==> config.mk <==
export PLATFORM = sky130hd
export DESIGN_NAME = uart_tx_buffered
export DESIGN_NICKNAME = d
export VERILOG_FILES = /design/src/rtl/uart_pkg.sv /design/src/rtl/sync_fifo.sv /design/src/rtl/uart_tx_buffered.sv
export SDC_FILE = /design/constraint.sdc
export NUM_CORES = 1
export LEC_CHECK = 0
export CORE_MARGIN = 5
export CORE_UTILIZATION = 64
export CTS_CLUSTER_SIZE = 24
export DETAILED_ROUTE_END_ITERATION = 6
export GPL_ROUTABILITY_DRIVEN = 1
export PLACE_DENSITY = 0.85
export SYNTH_ARGS = -nofsm -noshare
export SYNTH_HDL_FRONTEND = slang
export SYNTH_HIERARCHICAL = 1
export SYNTH_SLANG_ARGS = --single-unit
==> constraint.sdc <==
create_clock -name clk -period 7.73 [get_ports clk]
set_input_delay 1.9325 -clock clk [delete_from_list [all_inputs] [get_ports clk]]
set_output_delay 1.9325 -clock clk [all_outputs]
set_load 0.01 [all_outputs]
==> src/rtl/uart_pkg.sv <==
// Shared definitions for the buffered UART transmitter:
// parity-mode encodings and the transmit FSM state type.
package uart_pkg;

  localparam logic [1:0] PARITY_NONE  = 2'b00;
  localparam logic [1:0] PARITY_EVEN  = 2'b01;
  localparam logic [1:0] PARITY_ODD   = 2'b10;
  localparam logic [1:0] PARITY_NONE2 = 2'b11;

  typedef enum logic [2:0] {
    IDLE,
    START,
    DATA,
    PARITY,
    STOP
  } tx_state_e;

  // Both 00 and 11 mean "no parity bit".
  function automatic logic parity_enabled(input logic [1:0] mode);
    return (mode == PARITY_EVEN) || (mode == PARITY_ODD);
  endfunction

endpackage

==> src/rtl/sync_fifo.sv <==
// Single-clock FIFO with occupancy count; pushes while full and pops while
// empty are ignored. DEPTH must be a power of two so pointers wrap naturally.
module sync_fifo #(
  parameter int WIDTH = 8,
  parameter int DEPTH = 8
) (
  input  logic                       clk,
  input  logic                       rst,
  input  logic                       push,
  input  logic [WIDTH-1:0]           push_data,
  input  logic                       pop,
  output logic [WIDTH-1:0]           pop_data,
  output logic                       full,
  output logic                       empty,
  output logic [$clog2(DEPTH):0]     level
);

  localparam int AW = $clog2(DEPTH);

  logic [WIDTH-1:0] mem [DEPTH];
  logic [AW-1:0]    wr_ptr;
  logic [AW-1:0]    rd_ptr;
  logic             do_push;
  logic             do_pop;

  assign full     = (level == (AW+1)'(DEPTH));
  assign empty    = (level == '0);
  assign do_push  = push && !full;
  assign do_pop   = pop && !empty;
  assign pop_data = mem[rd_ptr];

  always_ff @(posedge clk) begin
    if (do_push) begin
      mem[wr_ptr] <= push_data;
    end
  end

  // A simultaneous push and pop leaves the level untouched.
  always_ff @(posedge clk) begin
    if (rst) begin
      wr_ptr <= '0;
      rd_ptr <= '0;
      level  <= '0;
    end else begin
      if (do_push) begin
        wr_ptr <= wr_ptr + AW'(1);
      end
      if (do_pop) begin
        rd_ptr <= rd_ptr + AW'(1);
      end
      case ({do_push, do_pop})
        2'b10:   level <= level + (AW+1)'(1);
        2'b01:   level <= level - (AW+1)'(1);
        default: level <= level;
      endcase
    end
  end

endmodule

==> src/rtl/uart_tx_buffered.sv <==
// UART transmitter fed by a small FIFO. Line settings are captured when a
// byte is popped, so each frame keeps the divisor/parity/stop it started with.
module uart_tx_buffered
  import uart_pkg::*;
#(
  parameter int DATA_BITS  = 8,
  parameter int FIFO_DEPTH = 8,
  parameter int DIV_WIDTH  = 16
) (
  input  logic                          clk,
  input  logic                          rst,
  input  logic [DIV_WIDTH-1:0]          divisor,
  input  logic [1:0]                    parity_mode,
  input  logic                          stop2,
  input  logic                          wr_valid,
  input  logic [DATA_BITS-1:0]          wr_data,
  output logic                          wr_ready,
  output logic                          tx,
  output logic                          busy,
  output logic                          tx_done,
  output logic [$clog2(FIFO_DEPTH):0]   fifo_level
);

  localparam int BW = $clog2(DATA_BITS);
  localparam logic [BW-1:0] LAST_BIT = BW'(DATA_BITS - 1);

  tx_state_e             state;
  logic [DIV_WIDTH-1:0]  baud_cnt;
  logic [DIV_WIDTH-1:0]  div_l;
  logic [BW-1:0]         bit_cnt;
  logic                  stop_cnt;
  logic                  stop2_l;
  logic                  par_en;
  logic                  par_bit;
  logic [DATA_BITS-1:0]  shreg;
  logic [DATA_BITS-1:0]  pop_data;
  logic                  fifo_full;
  logic                  fifo_empty;
  logic                  pop;
  logic                  bit_end;
  logic                  last_stop;

  assign wr_ready  = !fifo_full;
  assign bit_end   = (baud_cnt == div_l);
  assign last_stop = (stop_cnt == stop2_l);
  assign pop       = !fifo_empty &&
                     ((state == IDLE) || ((state == STOP) && bit_end && last_stop));

  sync_fifo #(
    .WIDTH (DATA_BITS),
    .DEPTH (FIFO_DEPTH)
  ) u_fifo (
    .clk       (clk),
    .rst       (rst),
    .push      (wr_valid && wr_ready),
    .push_data (wr_data),
    .pop       (pop),
    .pop_data  (pop_data),
    .full      (fifo_full),
    .empty     (fifo_empty),
    .level     (fifo_level)
  );

  // tx_done is registered, so it is raised one edge ahead of the final
  // stop-bit cycle; with a zero divisor that edge is the entry into that bit.
  always_ff @(posedge clk) begin
    if (rst) begin
      state    <= IDLE;
      tx       <= 1'b1;
      busy     <= 1'b0;
      tx_done  <= 1'b0;
      baud_cnt <= '0;
      bit_cnt  <= '0;
      stop_cnt <= 1'b0;
      div_l    <= '0;
      stop2_l  <= 1'b0;
      par_en   <= 1'b0;
      par_bit  <= 1'b0;
      shreg    <= '0;
    end else begin
      tx_done <= 1'b0;
      if (pop) begin
        state    <= START;
        tx       <= 1'b0;
        busy     <= 1'b1;
        baud_cnt <= '0;
        bit_cnt  <= '0;
        stop_cnt <= 1'b0;
        shreg    <= pop_data;
        div_l    <= divisor;
        stop2_l  <= stop2;
        par_en   <= parity_enabled(parity_mode);
        par_bit  <= (^pop_data) ^ (parity_mode == PARITY_ODD);
      end else begin
        case (state)
          IDLE: begin
            busy <= 1'b0;
          end
          START: begin
            if (bit_end) begin
              state    <= DATA;
              tx       <= shreg[0];
              baud_cnt <= '0;
            end else begin
              baud_cnt <= baud_cnt + DIV_WIDTH'(1);
            end
          end
          DATA: begin
            if (bit_end) begin
              baud_cnt <= '0;
              if (bit_cnt == LAST_BIT) begin
                if (par_en) begin
                  state <= PARITY;
                  tx    <= par_bit;
                end else begin
                  state   <= STOP;
                  tx      <= 1'b1;
                  tx_done <= (div_l == '0) && !stop2_l;
                end
              end else begin
                bit_cnt <= bit_cnt + BW'(1);
                shreg   <= shreg >> 1;
                tx      <= shreg[1];
              end
            end else begin
              baud_cnt <= baud_cnt + DIV_WIDTH'(1);
            end
          end
          PARITY: begin
            if (bit_end) begin
              state    <= STOP;
              tx       <= 1'b1;
              baud_cnt <= '0;
              tx_done  <= (div_l == '0) && !stop2_l;
            end else begin
              baud_cnt <= baud_cnt + DIV_WIDTH'(1);
            end
          end
          STOP: begin
            if (bit_end) begin
              baud_cnt <= '0;
              if (!last_stop) begin
                stop_cnt <= 1'b1;
                tx_done  <= (div_l == '0);
              end else begin
                state <= IDLE;
                busy  <= 1'b0;
              end
            end else begin
              baud_cnt <= baud_cnt + DIV_WIDTH'(1);
              tx_done  <= last_stop && ((baud_cnt + DIV_WIDTH'(1)) == div_l);
            end
          end
          default: begin
            state <= IDLE;
            tx    <= 1'b1;
            busy  <= 1'b0;
          end
        endcase
      end
    end
  end

endmodule

After elaboration in Yosys (flattened, before gate mapping)
Memory sizes are Yosys's and may differ from the RTL's. A register that Yosys moved wholly into a read port is not among the register bits.
Cells that the tools add are included.
{"block": "totals", "reg_bits": 63, "mem_bits_rw": 64, "inputBits": 30, "n_memories": 1}
{"memory": "u_fifo.mem", "depth": 8, "word_bits": 8, "rd": 1, "rd_clocked_by_memory_dff": 1, "wr": 1, "line": "sync_fifo.sv:20", "text": "logic [WIDTH-1:0] mem [DEPTH];"}
{"block": "classes", "add_sub_neg": 6, "n_eq_ne": 29, "muxes": 37, "bitwise": 4, "reduce_logical": 31}
{"op": "$eq A16 B16 Y1", "n": 2}
{"op": "$mux W8", "n": 4}
{"op": "$mux W3", "n": 9}
{"op": "$mux W1", "n": 18}
{"op": "$ne A3 B2 Y1 const B", "n": 6}
{"op": "$add A16 B1 Y16 const B", "n": 1}
{"op": "$logic_not A16 Y1", "n": 1}
{"op": "$mux W16", "n": 1}
{"op": "$pmux W3 S5", "n": 1}
{"op": "$reduce_and A7 Y1", "n": 2}
{"op": "$ne A2 B2 Y1 const B", "n": 6}
{"op": "$reduce_and A3 Y1", "n": 4}
{"op": "$add A3 B1 Y3 const B", "n": 3}
{"op": "$logic_and A1 B1 Y1", "n": 8}
{"op": "$ne A2 B1 Y1 const B", "n": 4}
{"op": "$pmux W4 S2", "n": 1}
{"op": "$reduce_xor A8 Y1", "n": 1}
{"op": "$eq A3 B2 Y1 const B", "n": 2}
{"op": "$eq A3 B3 Y1 const B", "n": 2}
{"op": "$reduce_bool A2 Y1", "n": 3}
{"op": "$add A4 B1 Y4 const B", "n": 1}
{"op": "$eq A2 B1 Y1 const B", "n": 2}
{"op": "$eq A2 B2 Y1 const B", "n": 2}
{"op": "$eq A4 B4 Y1 const B", "n": 1}
{"op": "16 further kinds", "n": 22}

Depth between registers and ports, before layout
{"block": "logic_depth", "word_depth": 8, "mapped_depth": 16}

By module
Netlist, hierarchy kept.
{"module": "uart_tx_buffered", "n_inst": 1, "cells_each": 391, "area_each_um2": 3134.3, "seq_area_each_um2": 1061.0}
{"module": "sync_fifo", "n_inst": 1, "cells_each": 167, "area_each_um2": 3126.7, "seq_area_each_um2": 2182.1}

Worst setup path before layout
No wires, ideal clock.
{"block": "synth_path", "path_kind": "input to register", "from": "input wr_valid", "to": "register u_fifo.level[3]", "setup_ns": 0.121, "arrival_ns": 3.506, "required_ns": 7.609, "slack_ns": 4.103, "cell_stages": 6, "n_path_buf": 0, "cell_sequence": "nor2b_1 -> nand2_1 -> ha_1 -> or3_1 -> o32ai_1 -> mux2_2"}
{"block": "synth_via", "elab_chain_cells": 4}
{"element": "from (decl)", "line": "uart_tx_buffered.sv:15", "text": "input logic wr_valid,"}
{"element": "$logic_and A1 B1 Y1 *", "line": "uart_tx_buffered.sv:55", "text": ".push (wr_valid && wr_ready),"}
{"element": "$logic_and A1 B1 Y1 *", "line": "sync_fifo.sv:28", "text": "assign do_push = push && !full;"}
{"element": "$eq A2 B1 Y1 or $eq A2 B2 Y1 (tied branches)", "line": "sync_fifo.sv:51", "text": "case ({do_push, do_pop})"}
{"element": "$pmux W4 S2 or $reduce_bool A2 Y1 (tied branches)"}
{"element": "to (signal assigned)", "line": "sync_fifo.sv:52", "text": "2'b10: level <= level + (AW+1)'(1);"}
{"element": "to (signal assigned)", "line": "sync_fifo.sv:53", "text": "2'b01: level <= level - (AW+1)'(1);"}
{"element": "to (signal assigned)", "line": "sync_fifo.sv:54", "text": "default: level <= level;"}
{"element": "to (decl)", "line": "sync_fifo.sv:15", "text": "output logic [$clog2(DEPTH):0] level"}
Every way passes the cells marked *; elsewhere a longest branch is shown, timed or not.
A chain may end at the register's enable or synchronous reset.

Worst setup path in the final report
{"block": "layout_path", "from": "register u_fifo.level[0]", "to": "register u_fifo.level[2]"}
{"block": "layout_via", "elab_chain_cells": 6}
{"element": "$logic_not A4 Y1 *", "line": "sync_fifo.sv:27", "text": "assign empty = (level == '0);"}
{"element": "via fifo_empty", "line": "uart_tx_buffered.sv:38", "text": "logic fifo_empty;"}
{"element": "$logic_not A1 Y1 *", "line": "sync_fifo.sv:29, uart_tx_buffered.sv:46"}
{"element": "$logic_and A1 B1 Y1", "line": "uart_tx_buffered.sv:46", "text": "assign pop = !fifo_empty &&"}
{"element": "$logic_and A1 B1 Y1 *", "line": "sync_fifo.sv:29", "text": "assign do_pop = pop && !empty;"}
{"element": "via u_fifo.do_pop", "line": "sync_fifo.sv:24", "text": "logic do_pop;"}
{"element": "$eq A2 B1 Y1 or $eq A2 B2 Y1 (tied branches)", "line": "sync_fifo.sv:51"}
{"element": "$pmux W4 S2 or $reduce_bool A2 Y1 (tied branches)"}
Mark *: on every way through the listed nets, which the timed path passes. The rest lies on a longest branch.

==> key figures <==
STA
  • Max Slew Vio Count: 0
  • RSZ-0062 raised after global routing: no
  • Period utilization: 56.88%
  • Tmin final: 4.397 ns
  • Layout Skew: 0.009341 ns
  • Hold WS: 0.4525 ns
  • Slew HR: 15.91%
  • Final Hold Fails: 0
  • Max Fclk: 227.4 MHz
  • Slew @ Worst Pin: 1.252 ns
  • Setup violations, final: 0
  • Final setup TNS: 0 ns

Clock tree
  • # resized after CTS: 0
  • CTS Buffer Depth: 2
  • Sink Count: 130
  • Hold bufs inserted after CTS: 0
  • Worst-Skew Late Latency: 0.52 ns
  • CTS tree: yes
  • CTS root buf: clkbuf_8
  • CTS Buf Count: 17
  • Clk pin slew, worst setup/hold paths: 0.06 ns
  • H-tree depth: 4
  • Setup bufs post-CTS: 0

Drt
  • 1st-iter DRT viols: 280
  • Initial DRT Pass Iterations: 5
  • DR DRC count: 0
  • Met1 WL: 5655 µm
  • Routed wire per std cell: 19.89 µm
  • DR vias: 4603
  • Metal3 WL: 782 µm
  • Wire length on met2: 7581 µm
  • Remaining antenna violation count: 0
  • Top Metal Used: met4
  • Routed Wire Length: 14500 µm
  • Vias per cell: 6.314

Pwr
  • Total power draw: 2751 µW
  • Maximum vdd drop: 0.3515 mV
  • PwrDens: 381.1 mW/mm²
  • Static Leak: 0.002451 µW

Logic synthesis
  • Yosys cell types: 62
  • Top FF cell, synth: dfxtp_1
  • Post-Synthesis Cells: 558
  • Number of flops mapped to enable cells by yosys: 64
  • Syn_area_per_cell: 11.22 µm²
  • Asr flop ratio synth: 0%
  • Seq cells post-synth: 130
  • Syn Nets: 597
  • Post-Syn Area: 0.006261 mm²
  • Yosys warns: 6
  • Sequential area share after synthesis: 51.80%

Final layout
  • Area growth, synth to finish: 15.31%
  • Antenna diodes: 0
  • Share of cells above drive strength 1: 9.899%
  • Most common cell after layout, fill and taps aside: dfxtp_1
  • Layout Nets: 622
  • Non-Filler Instances: 729
  • # fillers: 656
  • Commonest cells after routing, fill and taps aside: 66 x dfxtp_1, 64 x a21oi_1, 64 x edfxtp_1
  • Final core occ: 74.90%

Die
  • Initial Util: 64.95%
  • Die ar.: 0.01186 mm²
  • Core area: 0.009639 mm²
  • Die width: 108.9 µm
  • # rows: 36
  • Chip Height: 108.9 µm
  • I/O pin count: 38

Setup path
  • Worst r2r src: u_fifo/level[0]$_SDFFE_PP0P_
  • RR Endpoint: u_fifo/level[2]$_SDFFE_PP0P_
  • Startpoint Class: register
  • CP required: 8.19 ns
  • Crit Path Class: reg2reg
  • Reg2Reg Depth: 12
  • Worst path arrival time: 4.85 ns
  • R2r setup slk: 3.33 ns
  • Highest net fanout along the worst path: 30
  • Crit end category: register

Global routing
  • Initial antenna violation count: 0
  • Vias in the first global route: 4480
  • Pin count of the biggest net entering global routing: 44
  • Grt ovf: 0
  • Total track usage: 25.73%
  • First-pass GRT wire length: 22760 µm

Min path
  • Worst Hold Path EP: par_bit$_SDFFE_PP0P_
  • Hold path startpoint: par_bit$_SDFFE_PP0P_
  • Hold crit path type: reg2reg
  • Hold path cells: 2

Flow run
  • Max_cap viols: 0

Place
  • Final Wtd Congestion: 0.9364
  • Port Buf Inserts: 37
  • DPL Wire Length: 9407 µm
  • Placed Cells: 697

Status
  • Outcome: complete, no violations
==> metrics by stage <==
step                setup WS [ns]  cell area [µm²]
floorplan                   4.103             6261
global placement            3.366             6604
detailed placement          3.354             6604
CTS                         3.374             7219
global route                3.056             7219
finish                      3.333             7219
==> cell families after synthesis <==
family,after synthesis,share of synthesized area [%]
flip-flops,130,51.80
XOR/XNOR,45,6.415
adder cells (fa/ha/maj),9,1.799
multiplexers,29,8.933
AO/OA/AOI/OAI,108,10.09
AND/OR/NAND/NOR,200,17.39
buffers and inverters,37,3.577
==> worst max-delay path by stage <==
stage / cells after the start / endpoint / slack [ns] / from
floorplan: 6 / u_fifo/level[3]$_SDFFE_PP0P_ / 4.10 / wr_valid
global placement: 5 / u_fifo/mem[0][4]$_DFFE_PP_ / 3.37 / wr_valid
detailed placement: 5 / u_fifo/mem[0][3]$_DFFE_PP_ / 3.35 / wr_valid
CTS: 9 / u_fifo/level[3]$_SDFFE_PP0P_ / 3.37 / u_fifo/level[0]$_SDFFE_PP0P_
global route: 12 / u_fifo/level[2]$_SDFFE_PP0P_ / 3.06 / u_fifo/level[0]$_SDFFE_PP0P_
finish: 12 / u_fifo/level[2]$_SDFFE_PP0P_ / 3.33 / u_fifo/level[0]$_SDFFE_PP0P_
==> area by class of cell <==
type / count / area [µm²] / area share [%]
sequential: 130 / 3243 / 44.92
multi-input combinational: 391 / 2794 / 38.70
clock buffer: 17 / 414.1 / 5.737
timing repair buffer: 39 / 385.4 / 5.338
clock inverter: 15 / 201.4 / 2.790
tap: 133 / 166.4 / 2.305
inverter: 4 / 15.01 / 0.2080
==> worst max-delay path, stage by stage (launching register included) <==
cell and delay, ns:
dfxtp_1 0.38, nor4_1 0.71, or3_1 0.24, a21o_1 0.74, inv_2 0.47, o41a_1 0.35
ha_1 0.31, xor2_1 0.18, ha_1 0.20, a21oi_1 0.18, xor2_1 0.11, or3_1 0.32
a21oi_1 0.14
==> per-layer routing <==
metal	vias to the layer above	global-route usage, %
li1	2120	-
met1	2275	29.69
met2	165	44.25
met3	43	6.690
met4	0	12.80
met5	-	0
==> report_power, final <==
part           switching [µW]  leakage [µW]  internal, µW  total (µW)
clock network             311      0.000299           527         838
logic                     570       0.00103           386         957
registers                 124       0.00112           832         956
total                    1000       0.00245          1750        2750
==> synthesized netlist by cell type (9+ instances only) <==
cell | number | area share [%]
or3_1 | 13 | 1.3
ha_1 | 9 | 1.8
dfxtp_1 | 66 | 21
mux2_2 | 10 | 1.8
nand3_1 | 20 | 1.6
xor2_1 | 14 | 2.0
mux4_1 | 15 | 6.3
nor2_1 | 38 | 2.3
xnor2_1 | 30 | 4.2
o21ai_0 | 16 | 1.3
edfxtp_1 | 64 | 31
clkbuf_1 | 10 | 0.60
a21oi_1 | 64 | 5.1
nand2_1 | 55 | 3.3
==> state kept, by name (all words and copies together) (netlist names), named ones only <==
| register | count |
|---|---|
| baud_cnt | 16 |
| bit_cnt | 3 |
| busy | 1 |
| div_l | 16 |
| par_bit | 1 |
| par_en | 1 |
| shreg | 8 |
| state | 3 |
| stop2_l | 1 |
| stop_cnt | 1 |
| tx | 1 |
| tx_done | 1 |
| u_fifo/level | 4 |
| u_fifo/mem | 64 |
| u_fifo/rd_ptr | 3 |
| u_fifo/wr_ptr | 3 |
Power figures use the tool's default switching activity.
